**config.mk**
```make
export PLATFORM = sky130hd
export DESIGN_NAME = instruction_fetch
export DESIGN_NICKNAME = d
export VERILOG_FILES = /design/src/rtl/fetch_pkg.sv /design/src/rtl/fetch_fifo.sv /design/src/rtl/instruction_fetch.sv
export SDC_FILE = /design/constraint.sdc
export NUM_CORES = 1
export LEC_CHECK = 0
export ABC_CLOCK_PERIOD_IN_PS = 2700
export BUFFER_PORTS_ARGS = -buffer_cell sky130_fd_sc_hd__buf_2
export CAP_MARGIN = 20
export CORE_MARGIN = 2
export CORE_UTILIZATION = 54
export CTS_BUF_LIST = sky130_fd_sc_hd__clkbuf_2
export DETAILED_ROUTE_END_ITERATION = 8
export GPL_ROUTABILITY_DRIVEN = 0
export HOLD_SLACK_MARGIN = 0.05
export PLACE_DENSITY = 0.79
export SLEW_MARGIN = 20
export SYNTH_ARGS = -nofsm -noshare
export SYNTH_HDL_FRONTEND = slang
export SYNTH_HIERARCHICAL = 1
export SYNTH_SLANG_ARGS = --single-unit
```
**constraint.sdc**
```tcl
create_clock -name clk_i -period 2.7 [get_ports clk_i]
set_input_delay 0.135 -clock clk_i [delete_from_list [all_inputs] [get_ports clk_i]]
set_output_delay 0.135 -clock clk_i [all_outputs]
set_load 0.05 [all_outputs]
```
**src/rtl/fetch_pkg.sv**
```systemverilog
// Shared types and constants for the instruction fetch stage.
// The fetch_entry_t struct is the unit handed to decode: the word plus its PC.
package fetch_pkg;

    localparam int ILEN = 32;

    localparam logic [ILEN-1:0] PC_STEP       = 32'd4;
    localparam logic [ILEN-1:0] PC_ALIGN_MASK = 32'hFFFF_FFFC;

    typedef struct packed {
        logic [ILEN-1:0] pc;
        logic [ILEN-1:0] instr;
    } fetch_entry_t;

    // Force a PC onto a word boundary; the low two bits of a redirect target carry no meaning.
    function automatic logic [ILEN-1:0] align_pc(input logic [ILEN-1:0] raw_pc);
        return raw_pc & PC_ALIGN_MASK;
    endfunction

endpackage

```
**src/rtl/fetch_fifo.sv**
```systemverilog
// Small synchronous FIFO used twice by the fetch stage: once for returned
// {pc, instr} entries and once for the PCs of requests still in flight.
// The head entry comes straight out of the storage flops, so rdata is a
// registered value and changes only on a clock edge.
module fetch_fifo
    import fetch_pkg::*;
#(
    parameter type T     = logic [ILEN-1:0],
    parameter int  DEPTH = 2
) (
    input  logic                     clk,
    input  logic                     rst_n,
    input  logic                     flush,
    input  logic                     push,
    input  logic                     pop,
    input  T                         wdata,
    output T                         rdata,
    output logic                     full,
    output logic                     empty,
    output logic [$clog2(DEPTH):0]   count
);

    localparam int            AW      = $clog2(DEPTH);
    localparam logic [AW:0]   DEPTH_C = (AW + 1)'(DEPTH);

    T              mem [DEPTH];
    logic [AW-1:0] wptr;
    logic [AW-1:0] rptr;
    logic          do_push;
    logic          do_pop;

    assign full  = (count == DEPTH_C);
    assign empty = (count == '0);

    // A pop of an empty FIFO is meaningless and ignored; a push into a full
    // FIFO is only accepted when a pop frees the slot in the same cycle.
    assign do_pop  = pop & ~empty;
    assign do_push = push & (~full | do_pop);

    assign rdata = mem[rptr];

    // Pointer and occupancy tracking; flush empties the FIFO and wins over push/pop.
    always_ff @(posedge clk or negedge rst_n) begin
        if (!rst_n) begin
            wptr  <= '0;
            rptr  <= '0;
            count <= '0;
        end else if (flush) begin
            wptr  <= '0;
            rptr  <= '0;
            count <= '0;
        end else begin
            if (do_push) begin
                wptr <= wptr + 1'b1;
            end
            if (do_pop) begin
                rptr <= rptr + 1'b1;
            end
            case ({do_push, do_pop})
                2'b10:   count <= count + 1'b1;
                2'b01:   count <= count - 1'b1;
                default: count <= count;
            endcase
        end
    end

    // Entry storage; cleared on reset so the outputs start from a known zero value.
    always_ff @(posedge clk or negedge rst_n) begin
        if (!rst_n) begin
            for (int i = 0; i < DEPTH; i++) begin
                mem[i] <= '0;
            end
        end else if (do_push && !flush) begin
            mem[wptr] <= wdata;
        end
    end

endmodule

```
**src/rtl/instruction_fetch.sv**
```systemverilog
// Fetch stage: owns the PC, issues word requests to instruction memory,
// buffers returned words with their PCs and hands them to decode under a
// valid/ready handshake. Redirects flush the buffer and arrange for every
// response still in flight to be thrown away when it arrives.
//
// Request credits cover both requests in flight and words already buffered,
// so a returning word always finds room in the entry FIFO.
module instruction_fetch
    import fetch_pkg::*;
#(
    parameter logic [ILEN-1:0] RESET_PC   = 32'h0000_0000,
    parameter int              FIFO_DEPTH = 2
) (
    input  logic             clk_i,
    input  logic             rst_ni,

    output logic             imem_req_o,
    output logic [ILEN-1:0]  imem_addr_o,
    input  logic             imem_gnt_i,
    input  logic             imem_rvalid_i,
    input  logic [ILEN-1:0]  imem_rdata_i,

    input  logic             redirect_i,
    input  logic [ILEN-1:0]  redirect_pc_i,

    output logic             instr_valid_o,
    input  logic             instr_ready_i,
    output logic [ILEN-1:0]  instr_o,
    output logic [ILEN-1:0]  instr_pc_o
);

    localparam int          CW      = $clog2(FIFO_DEPTH) + 1;
    localparam logic [CW:0] CREDITS = (CW + 1)'(FIFO_DEPTH);

    logic [ILEN-1:0] pc;
    logic            active;
    logic [CW-1:0]   outstanding;
    logic [CW-1:0]   outstanding_next;
    logic [CW-1:0]   discard;
    logic [CW:0]     credits_used;

    logic            issue;
    logic            resp;
    logic            drop;

    logic            entry_push;
    logic            entry_pop;
    logic            entry_full;
    logic            entry_empty;
    logic [CW-1:0]   entry_count;
    fetch_entry_t    entry_in;
    fetch_entry_t    entry_head;

    logic [ILEN-1:0] resp_pc;
    logic            inflight_full;
    logic            inflight_empty;
    logic [CW-1:0]   inflight_count;

    // ------------------------------------------------------------------
    // Request side
    // ------------------------------------------------------------------
    assign credits_used = {1'b0, outstanding} + {1'b0, entry_count};

    // No request during reset, on a redirect cycle, or when every buffer slot is spoken for.
    assign imem_req_o  = active && !redirect_i && (credits_used < CREDITS);
    assign imem_addr_o = pc;

    assign issue = imem_req_o & imem_gnt_i;

    // A response with nothing outstanding is an environment error and is ignored entirely.
    assign resp = imem_rvalid_i & (outstanding != '0);
    assign drop = resp & (discard != '0);

    // Fetching is held off until the first clock edge after reset release.
    always_ff @(posedge clk_i or negedge rst_ni) begin
        if (!rst_ni) begin
            active <= 1'b0;
        end else begin
            active <= 1'b1;
        end
    end

    // Program counter: redirect target takes priority, otherwise step on each issued request.
    always_ff @(posedge clk_i or negedge rst_ni) begin
        if (!rst_ni) begin
            pc <= RESET_PC;
        end else if (redirect_i) begin
            pc <= align_pc(redirect_pc_i);
        end else if (issue) begin
            pc <= pc + PC_STEP;
        end
    end

    // Net change in requests in flight; a grant and a response together cancel out.
    always_comb begin
        outstanding_next = outstanding;
        case ({issue, resp})
            2'b10:   outstanding_next = outstanding + 1'b1;
            2'b01:   outstanding_next = outstanding - 1'b1;
            default: outstanding_next = outstanding;
        endcase
    end

    // Requests in flight, including ones whose data will be discarded.
    always_ff @(posedge clk_i or negedge rst_ni) begin
        if (!rst_ni) begin
            outstanding <= '0;
        end else begin
            outstanding <= outstanding_next;
        end
    end

    // Responses still to be thrown away; a redirect marks everything left in flight as stale.
    always_ff @(posedge clk_i or negedge rst_ni) begin
        if (!rst_ni) begin
            discard <= '0;
        end else if (redirect_i) begin
            discard <= outstanding_next;
        end else if (drop) begin
            discard <= discard - 1'b1;
        end
    end

    // ------------------------------------------------------------------
    // PCs of requests in flight, consumed in order as responses return
    // ------------------------------------------------------------------
    fetch_fifo #(
        .T     (logic [ILEN-1:0]),
        .DEPTH (FIFO_DEPTH)
    ) u_inflight_q (
        .clk   (clk_i),
        .rst_n (rst_ni),
        .flush (1'b0),
        .push  (issue),
        .pop   (resp),
        .wdata (pc),
        .rdata (resp_pc),
        .full  (inflight_full),
        .empty (inflight_empty),
        .count (inflight_count)
    );

    // ------------------------------------------------------------------
    // Entry buffer towards decode
    // ------------------------------------------------------------------
    assign entry_push = resp & ~drop;
    assign entry_pop  = instr_valid_o & instr_ready_i;

    assign entry_in.pc    = resp_pc;
    assign entry_in.instr = imem_rdata_i;

    fetch_fifo #(
        .T     (fetch_entry_t),
        .DEPTH (FIFO_DEPTH)
    ) u_entry_q (
        .clk   (clk_i),
        .rst_n (rst_ni),
        .flush (redirect_i),
        .push  (entry_push),
        .pop   (entry_pop),
        .wdata (entry_in),
        .rdata (entry_head),
        .full  (entry_full),
        .empty (entry_empty),
        .count (entry_count)
    );

    assign instr_valid_o = ~entry_empty;
    assign instr_o       = entry_empty ? '0 : entry_head.instr;
    assign instr_pc_o    = entry_empty ? '0 : entry_head.pc;

    // ------------------------------------------------------------------
    // Consistency checks
    // ------------------------------------------------------------------

    // Memory must never return more words than were requested.
    a_rvalid_expected : assert property (@(posedge clk_i) disable iff (!rst_ni)
        imem_rvalid_i |-> (outstanding != '0));

    // The in-flight PC queue holds exactly one PC per outstanding request.
    a_inflight_tracks : assert property (@(posedge clk_i) disable iff (!rst_ni)
        (inflight_count == outstanding) && (inflight_empty == (outstanding == '0)));

    // Credits keep both queues from ever being pushed while full.
    a_no_overflow : assert property (@(posedge clk_i) disable iff (!rst_ni)
        !(entry_push && entry_full && !entry_pop) && !(issue && inflight_full && !resp));

endmodule

```
==> results of run 1 <==
## layout make-up
cell class,instances,area share
Tap cell,275,0.0232
Inverter,8,0.00203
Clock inverter,5,0.00304
Clock buffer,90,0.0304
Antenna cell,1,0.000169
Sequential cell,235,0.398
Multi-Input combinational cell,595,0.378
Timing Repair Buffer,315,0.165
## kinds of logic (layout without fill, tap and decap cells)
kind of cell    Yosys count  count (layout)  share of synthesized area
xor+xnor                 14              14                     0.0105
buf+inv                  61             418                     0.0311
flops                   235             235                      0.506
other cells               2              14                   0.000646
compound gates           65              65                     0.0354
fa+ha+maj                 4               4                    0.00495
simple gates            206             206                      0.103
mux                     293             293                      0.308
## worst paths after layout
| kind | from | endpoint | slack (ns) | cells past startpoint |
|---|---|---|---|---|
| max | outstanding[0] | imem_addr_o[26] | -0.002 | 6 |
| min | redirect_pc_i[27] | imem_addr_o[27] | 0.11 | 4 |
| min in group asynchronous | rst_ni | u_entry_q/mem[121] | 0.45 | 3 |
| max in group asynchronous | rst_ni | u_entry_q/mem[36] | 1.40 | 4 |
| max reg2reg | outstanding[0] | imem_addr_o[26] | -0.002 | 6 |
| min reg2reg | u_entry_q/mem[92] | u_entry_q/mem[92] | 0.51 | 1 |
## what timing repair did
item,CTS,global route
gates resized for setup,8,32
cloned,2,3
buffers inserted,3,3
endpoints found under the hold margin,348,0
setup endpoints to repair,108,54
hold buffers,112,0
pin swaps,1,12
## power breakdown
| group | internal, uW | switching (uW) |
|---|---|---|
| Clock | 954 | 1370 |
| Sequential | 4670 | 720 |
| Combinational | 2560 | 2160 |
## metal layers
layer | part of all wire | vias up | global-route usage
met3 | 0.049 | 70 | 0.0443
li1 | - | 3837 | -
met4 | 0.028 | 0 | 0.104
met5 | 0 | - | 0
met2 | 0.49 | 288 | 0.425
met1 | 0.43 | 4256 | 0.319
## state kept, by name, summed over array words and instances (netlist names), 2 cells and up
register,cells
u_entry_q/count,2
imem_addr_o,30
u_inflight_q/mem,64
u_inflight_q/count,2
u_entry_q/mem,128
outstanding,2
discard,2
## critical path, cell delays in order, from the launching register on
cell	delay, ns
dfrtp_1	0.39
and2_4	0.16
fa_2	0.50
nand4bb_4	0.23
or4_4	0.63
or4_1	0.54
a31oi_1	0.16
## through the flow
step	cells	cell area, um^2	total power [uW]	utilization	TNS (ns)
floorplan	891	11700	8810	-	-16.26
global placement	1306	12900	9690	0.610	-1.67
detailed placement	1306	12900	9870	0.610	-2.67
CTS	1518	14600	12400	0.692	-0.0192
global route	1524	14800	13200	0.702	-0.421
finish	1524	14800	12400	0.702	-0.00210
## cell usage in the layout, fill, tap and decap left out, drive strengths merged, types with 4 or more instances in the layout
cell type	count
a21oi	4
clkbuf	92
a211oi	4
nand2	32
mux2	289
or3	8
nor2b	72
nand2b	5
o21ai	20
nor2	25
xor2	4
dlygate4sd3	112
o31ai	11
conb	13
inv	9
or4	19
nand4	8
nand3	11
nor3	6
buf	200
o211ai	5
a31oi	16
xnor2	10
dfrtp	235
mux2i	4
==> impl_metrics.ini, run 1 <==
[route]
wl_mm = 28.7
ant_nets = 0
vias = 8451
drtIter0Drc = 542
drt_pass1_iterations = 5
post_drt_wl_per_cell_um = 18.9
vias_per_cell = 5.55
post-route-drc-count = 0

[timing]
tightest_slew_ns = 0.705
setup_viol = 1
fin_crit_sh = 1.00
slew_headroom = 0.530
fin_crit_ns = 2.70
whs_ns = 0.113
hold_viol = 0
rsz0062_at_grt = true
clock_skew_ns = 0.0744
fmax_mhz = 370
setup_ws_ns = -0.00210
slew_violations = 0

[clocking]
cts_buffer_depth = 3
clk_pin_slew_ns = 0.10
cts_root_buf = clkbuf_2
cts_tree = yes
insertion_delay_ns = 0.84
cts-buffers-inserted = 59
htree_levels = 2
clkSinkCount = 235

[power]
ir_worst_vdd_mv = 0.540
power_leakage_uw = 0.00718
power.density_nw_per_um2 = 840

[logic_synthesis]
syn_avg_cell_area_um2 = 13.2
synth_edf_count = 0
seq_area_frac_synth = 0.506
ys_types = 53
ys_ff_latch = 235
ys.flop_type = dfrtp_1
synth_top_area_cell = dfrtp_1
syn_area_um2 = 11600
synth_cells = 880
ys.warnings.count = 6
ys_top_cells_by_area = dfrtp_1 51%, mux2_2 20%, mux2_4 10%, nor2b_1 3.9%, or4_1 1.2%
synth_top_area_share = 0.506
synthArstFlopShare = 1.00
yosys-top-cells-count = 235 x dfrtp_1, 211 x mux2_2, 78 x mux2_4
yosysMostFrequentCell = dfrtp_1

[setup_path]
crit_fanout = 10
path_class = reg -> reg
arrival_ns = 3.46
timing.critical_path.from_type = flip-flop
required_ns = 3.45
endpoint_kind = flip-flop

[floorplanning]
die_h_um = 151
die_area_um2 = 22700
io_pins = 168
floorplan.core_area_um2 = 21100
rows = 53
start_util = 0.552
die_w_um = 151

[grt]
grt.total_usage = 0.251
antenna_found_initial = 1
grt_pass1_vias = 8949
grt_pass1_wl_mm = 45.1
grt_start_max_net_pins = 95
overflow = 0

[placement]
post-place-ws_ns = -0.0897
post-dp-hpwl_mm = 16.3
portBuffers = 163

[worst_hold_path]
hp-class = in -> reg

[final_layout]
register_area_um2 = 5880
layout-drive-gt1-share = 0.492
fin_nets = 1288
n_fill_cell = 1495
multiInputGateArea_um2 = 5600
area_delta_synth_final_pct = 27.2

[run]
maxCapViolCount = 0

[status]
status = finished with violations
violations = negative setup slack
Note: power is estimated with default switching activity, not from simulation.
==> run 2, diff against run 1 <==
- CORE_UTILIZATION: 54 -> 30
- GPL_ROUTABILITY_DRIVEN: 0 -> 1
- PLACE_DENSITY: 0.79 -> not set
==> impl_metrics.ini, run 2 (synthesized netlist as in run 1, its figures left out) <==
[grt]
grt.total_usage = 0.152
overflow = 0
grt_start_max_net_pins = 73
antenna_found_initial = 2
grt_pass1_wl_mm = 48.9
grt_pass1_vias = 9084

[setup_path]
worst_path_max_delay_cell = or4_4
path_class = reg -> reg
timing.critical_path.from_type = flip-flop
max_stage_delay_ns = 0.64
worstPathCellList = and2_4, fa_2, nand4bb_4, or4_4, buf_4, or3_1, a31oi_1
crit_fanout = 11
endpoint_kind = flip-flop
arrival_ns = 3.43
required_ns = 3.47
r2r_cells = 7

[final_layout]
area_delta_synth_final_pct = 32.1
layout-drive-gt1-share = 0.478
top_register = u_entry_q/mem
utilization = 0.399
n_fill_cell = 3745
layout_commonest_cell = dfrtp_1
final_cell_mix = 234 x dfrtp_1, 211 x mux2_2, 161 x buf_2
fin_nets = 1327
largest_reg_flops = 128

[floorplanning]
io_pins = 168
die_area_um2 = 40400
rows = 72
die_w_um = 201
floorplan.core_area_um2 = 38500
start_util = 0.302
die_h_um = 201

[clocking]
cts-buffers-inserted = 68
cts_tree = yes
htree_levels = 3
insertion_delay_ns = 0.86
clkSinkCount = 235
cts_root_buf = clkbuf_2
clk_pin_slew_ns = 0.09
cts_buffer_depth = 3

[timing]
clock_skew_ns = 0.0388
setup_ws_ns = 0.0419
slew_violations = 0
setup_viol = 0
hold_viol = 0
tightest_slew_ns = 0.628
fin_crit_ns = 2.66
rsz0062_at_grt = true
fin_crit_sh = 0.984
fmax_mhz = 376
slew_headroom = 0.580

[status]
status = finished, final reports clean

[route]
vias = 8377
met3_length_mm = 1.35
post-route-drc-count = 0
drt_pass1_iterations = 4
top_layer_used = met4
wl_met1_mm = 13.6
post_drt_wl_per_cell_um = 16.7
ant_nets = 0
wl_mm = 30.2
wl_met2_mm = 14.6
drtIter0Drc = 368
vias_per_cell = 4.63

[power]
power.density_nw_per_um2 = 815
ir_worst_vdd_mv = 0.501
power_leakage_uw = 0.00728

[placement]
portBuffers = 163
place_congestion = 0.779
post-dp-hpwl_mm = 18.7
post-place-ws_ns = -0.102

[worst_hold_path]
hold_depth = 3
hp-class = in -> reg

[run]
maxCapViolCount = 0
run 2: cell count changes in the layout (fill, tap and decap cells not counted), sizes merged:
cell	delta
bufinv	-1
dlygate4sd3	+34
inv	+1
buf	-1
diode	+2
bufbuf	-1
clkinv	+6
clkbuf	+2
run 2: path summary, 6_finish.rpt:
path                               startpoint                    end  slack [ns]
max in group asynchronous              rst_ni      u_entry_q/mem[87]        1.85
hold / removal                     redirect_i     u_entry_q/count[0]        0.18
setup / recovery               outstanding[0]        imem_addr_o[24]        0.04
min in group asynchronous              rst_ni  u_inflight_q/count[1]        0.46
hold reg to reg            u_entry_q/mem[127]     u_entry_q/mem[127]        0.51
setup reg to reg               outstanding[0]        imem_addr_o[24]        0.04
run 2: layer usage:
metal | vias to the layer above | global-route usage
met2 | 184 | 0.254
met5 | - | 0
li1 | 3919 | -
met1 | 4217 | 0.191
met4 | 0 | 0.0495
met3 | 57 | 0.0406
run 2: cell type report:
type | count | area [um^2] | share of cell area
diodes | 3 | 7.51 | 0.000489
clock buffers | 94 | 470 | 0.0306
clock inverters | 11 | 43.8 | 0.00285
inverters | 8 | 30.0 | 0.00195
multi-input cells | 595 | 5540 | 0.361
flip-flops and latches | 235 | 5880 | 0.383
well taps | 518 | 648 | 0.0422
repair buffers | 345 | 2740 | 0.178
run 2: report_power, final:
part           leakage (uW)  internal [uW]  switching (uW)
Clock              0.000418            915            1490
Combinational       0.00386           2580            2180
Sequential          0.00300           4670             678
run 2: metrics by stage:
stage                     instances  cell area, um^2  hold WS [ns]  TNS (ns)  total power [uW]
after global placement         1552            13200         0.165     -2.67              9790
final                          1809            15400         0.183         0             12500
after detailed placement       1552            13200         0.166     -3.12              9930
after floorplan                 891            11700        -0.161    -16.26              8810
after CTS                      1806            15300        0.0835    -0.438             12700
after global routing           1809            15400        0.0759    -0.410             13400
run 2: worst max-delay path, delay by kind of cell, from the launching register on:
kind                       cells  cell delay, ns
and+or+nand+nor                4            1.39
adders and majority gates      1            0.46
DFF                            1            0.38
buffers and inverters          1            0.19
AOI/OAI and AO/OA              1            0.16
run 2: repair_timing:
item,CTS,global route
pin swaps,3,5
hold buffers,147,0
endpoints found under the setup margin,109,94
hold endpoints to repair,373,0
resized for setup,12,15
setup buffers,2,1
==> run 3, diff against run 2 <==
- GPL_TIMING_DRIVEN: not set -> 0
==> impl_metrics.ini, run 3 (synthesized netlist as in run 1, its figures left out) <==
[timing]
hold_viol = 0
rsz0062_at_grt = true
fin_crit_ns = 2.78
setup_viol = 26
fmax_mhz = 360
clock_skew_ns = 0.0885
slew_headroom = 0.453
fin_crit_sh = 1.03
slew_violations = 0
setup_ws_ns = -0.0777
tightest_slew_ns = 0.820

[clocking]
insertion_delay_ns = 0.90
cts_root_buf = clkbuf_2
clk_pin_slew_ns = 0.10
cts_tree = yes
cts_buffer_depth = 3
clkSinkCount = 235
cts-buffers-inserted = 70
htree_levels = 3

[floorplanning]
floorplan.core_area_um2 = 38500
die_area_um2 = 40400
die_h_um = 201
start_util = 0.302
rows = 72
die_w_um = 201
io_pins = 168

[run]
maxCapViolCount = 0

[power]
intPower_uw = 8410
clock_power_share = 0.210
power.density_nw_per_um2 = 822
seqPwrFrac = 0.414
switchingPower_uw = 4520
power_leakage_uw = 0.00749
power_frac_comb = 0.377
ir_worst_vdd_mv = 0.419
p_total_uw = 12900
p_sw_frac = 0.350

[final_layout]
top_register = u_entry_q/mem
layout_commonest_cell = dfrtp_1
final_cells = 1852
fin_nets = 1355
final_cell_mix = 233 x dfrtp_1, 211 x mux2_2, 165 x buf_2
utilization = 0.409
n_fill_cell = 3690
largest_reg_flops = 128
area_delta_synth_final_pct = 35.1
fin_area_um2 = 15700
layout-drive-gt1-share = 0.492

[grt]
grt_pass1_vias = 9270
overflow = 0
grt.total_usage = 0.160
grt_pass1_wl_mm = 51.3
grt_start_max_net_pins = 85
antenna_found_initial = 2

[route]
drtIter0Drc = 389
wl_mm = 32.0
vias_per_cell = 4.64
post_drt_wl_per_cell_um = 17.3
ant_nets = 0
vias = 8599
drt_pass1_iterations = 5
post-route-drc-count = 0

[worst_hold_path]
hold_depth = 3
hp-class = in -> reg
min_from = redirect_i

[setup_path]
regToRegStartpoint = u_entry_q/count[0]
r2r_setup_slack_ns = -0.08
max_stage_delay_ns = 0.47
crit_path_frequent_cell = buf_12
endpoint_kind = flip-flop
startpoint = u_entry_q/count[0]
reg2reg_to = u_inflight_q/mem[34]
worstPathCellList = and2_4, fa_2, nor4b_4, nand2_2, inv_4, or4b_4, buf_12, buf_12, mux2_4
timing.critical_path.from_type = flip-flop
crit_fanout = 8
worst_path_max_delay_cell = fa_2
r2r_cells = 9
crit_end = u_inflight_q/mem[34]
path_buf_inv = 3
required_ns = 3.40
path_class = reg -> reg
cp_num_cells = 9
crit_family = simple AND/OR/NAND/NOR gates
arrival_ns = 3.48

[placement]
placed_area_um2 = 13200
post-dp-hpwl_mm = 20.8
dp.cells = 1574
portBuffers = 163
place_congestion = 0.799

[status]
violations = negative setup slack
status = finished with violations
[run 3: cell type report]
cell class,instances,area [um^2],share of cell area
sequential,235,5880,0.374
timing repair buffer,320,2490,0.158
inverter,8,32.5,0.00207
buffer,50,480,0.0306
clock buffer,100,500,0.0318
clock inverter,22,123,0.00780
tap,518,648,0.0412
multi-input combinational,596,5550,0.353
antenna,3,7.51,0.000478
[run 3: routing by layer]
layer,up-vias,wire length (um),global-route usage
li1,3993,-,-
met1,4277,14700,0.210
met2,254,14900,0.255
met3,75,1530,0.0427
met4,0,829,0.0582
met5,-,0,0
[run 3: power by group through the flow]
stage                     combinational (uW)  sequential, uW  clock, uW
after floorplan                         3470            5340          0
after global placement                  4440            5350          0
after detailed placement                4530            5400          0
after CTS                               4860            5340       2850
after global routing                    5250            5500       3040
final                                   4870            5350       2710
[run 3: worst register-to-register path, delay by kind of cell (launching register included)]
kind,cells,cell delay (ns)
buffers and inverters,3,0.41
muxes,1,0.29
and+or+nand+nor,4,0.98
DFF,1,0.43
adders and majority gates,1,0.47
[run 3: worst min path at each step]
| stage | end |
|---|---|
| 2_1_floorplan | active |
| 3_3_place_gp | imem_addr_o[3] |
| 3_5_place_dp | u_entry_q/mem[120] |
| 4_1_cts | u_entry_q/count[0] |
| 5_1_grt | u_entry_q/rptr |
| 6_report | u_entry_q/count[0] |
[run 3: timing repair]
| action | in CTS | in global routing |
|---|---|---|
| hold buffers | 135 | 0 |
| buffers inserted | 10 | 7 |
| endpoints found under the setup margin | 281 | 159 |
| pin swaps | 5 | 4 |
| endpoints found under the hold margin | 291 | 0 |
| resized for setup | 62 | 22 |
| gates cloned | 1 | 3 |
[run 3: metrics by stage]
stage	hold WS, ns	TNS, ns	setup slack, ns
floorplan	-0.161	-16.26	-0.512
global placement	0.345	-779.98	-2.81
detailed placement	0.135	-118.72	-0.844
CTS	0.0891	-0.258	-0.0725
global route	0.100	-1.37	-0.110
finish	0.222	-0.618	-0.0777
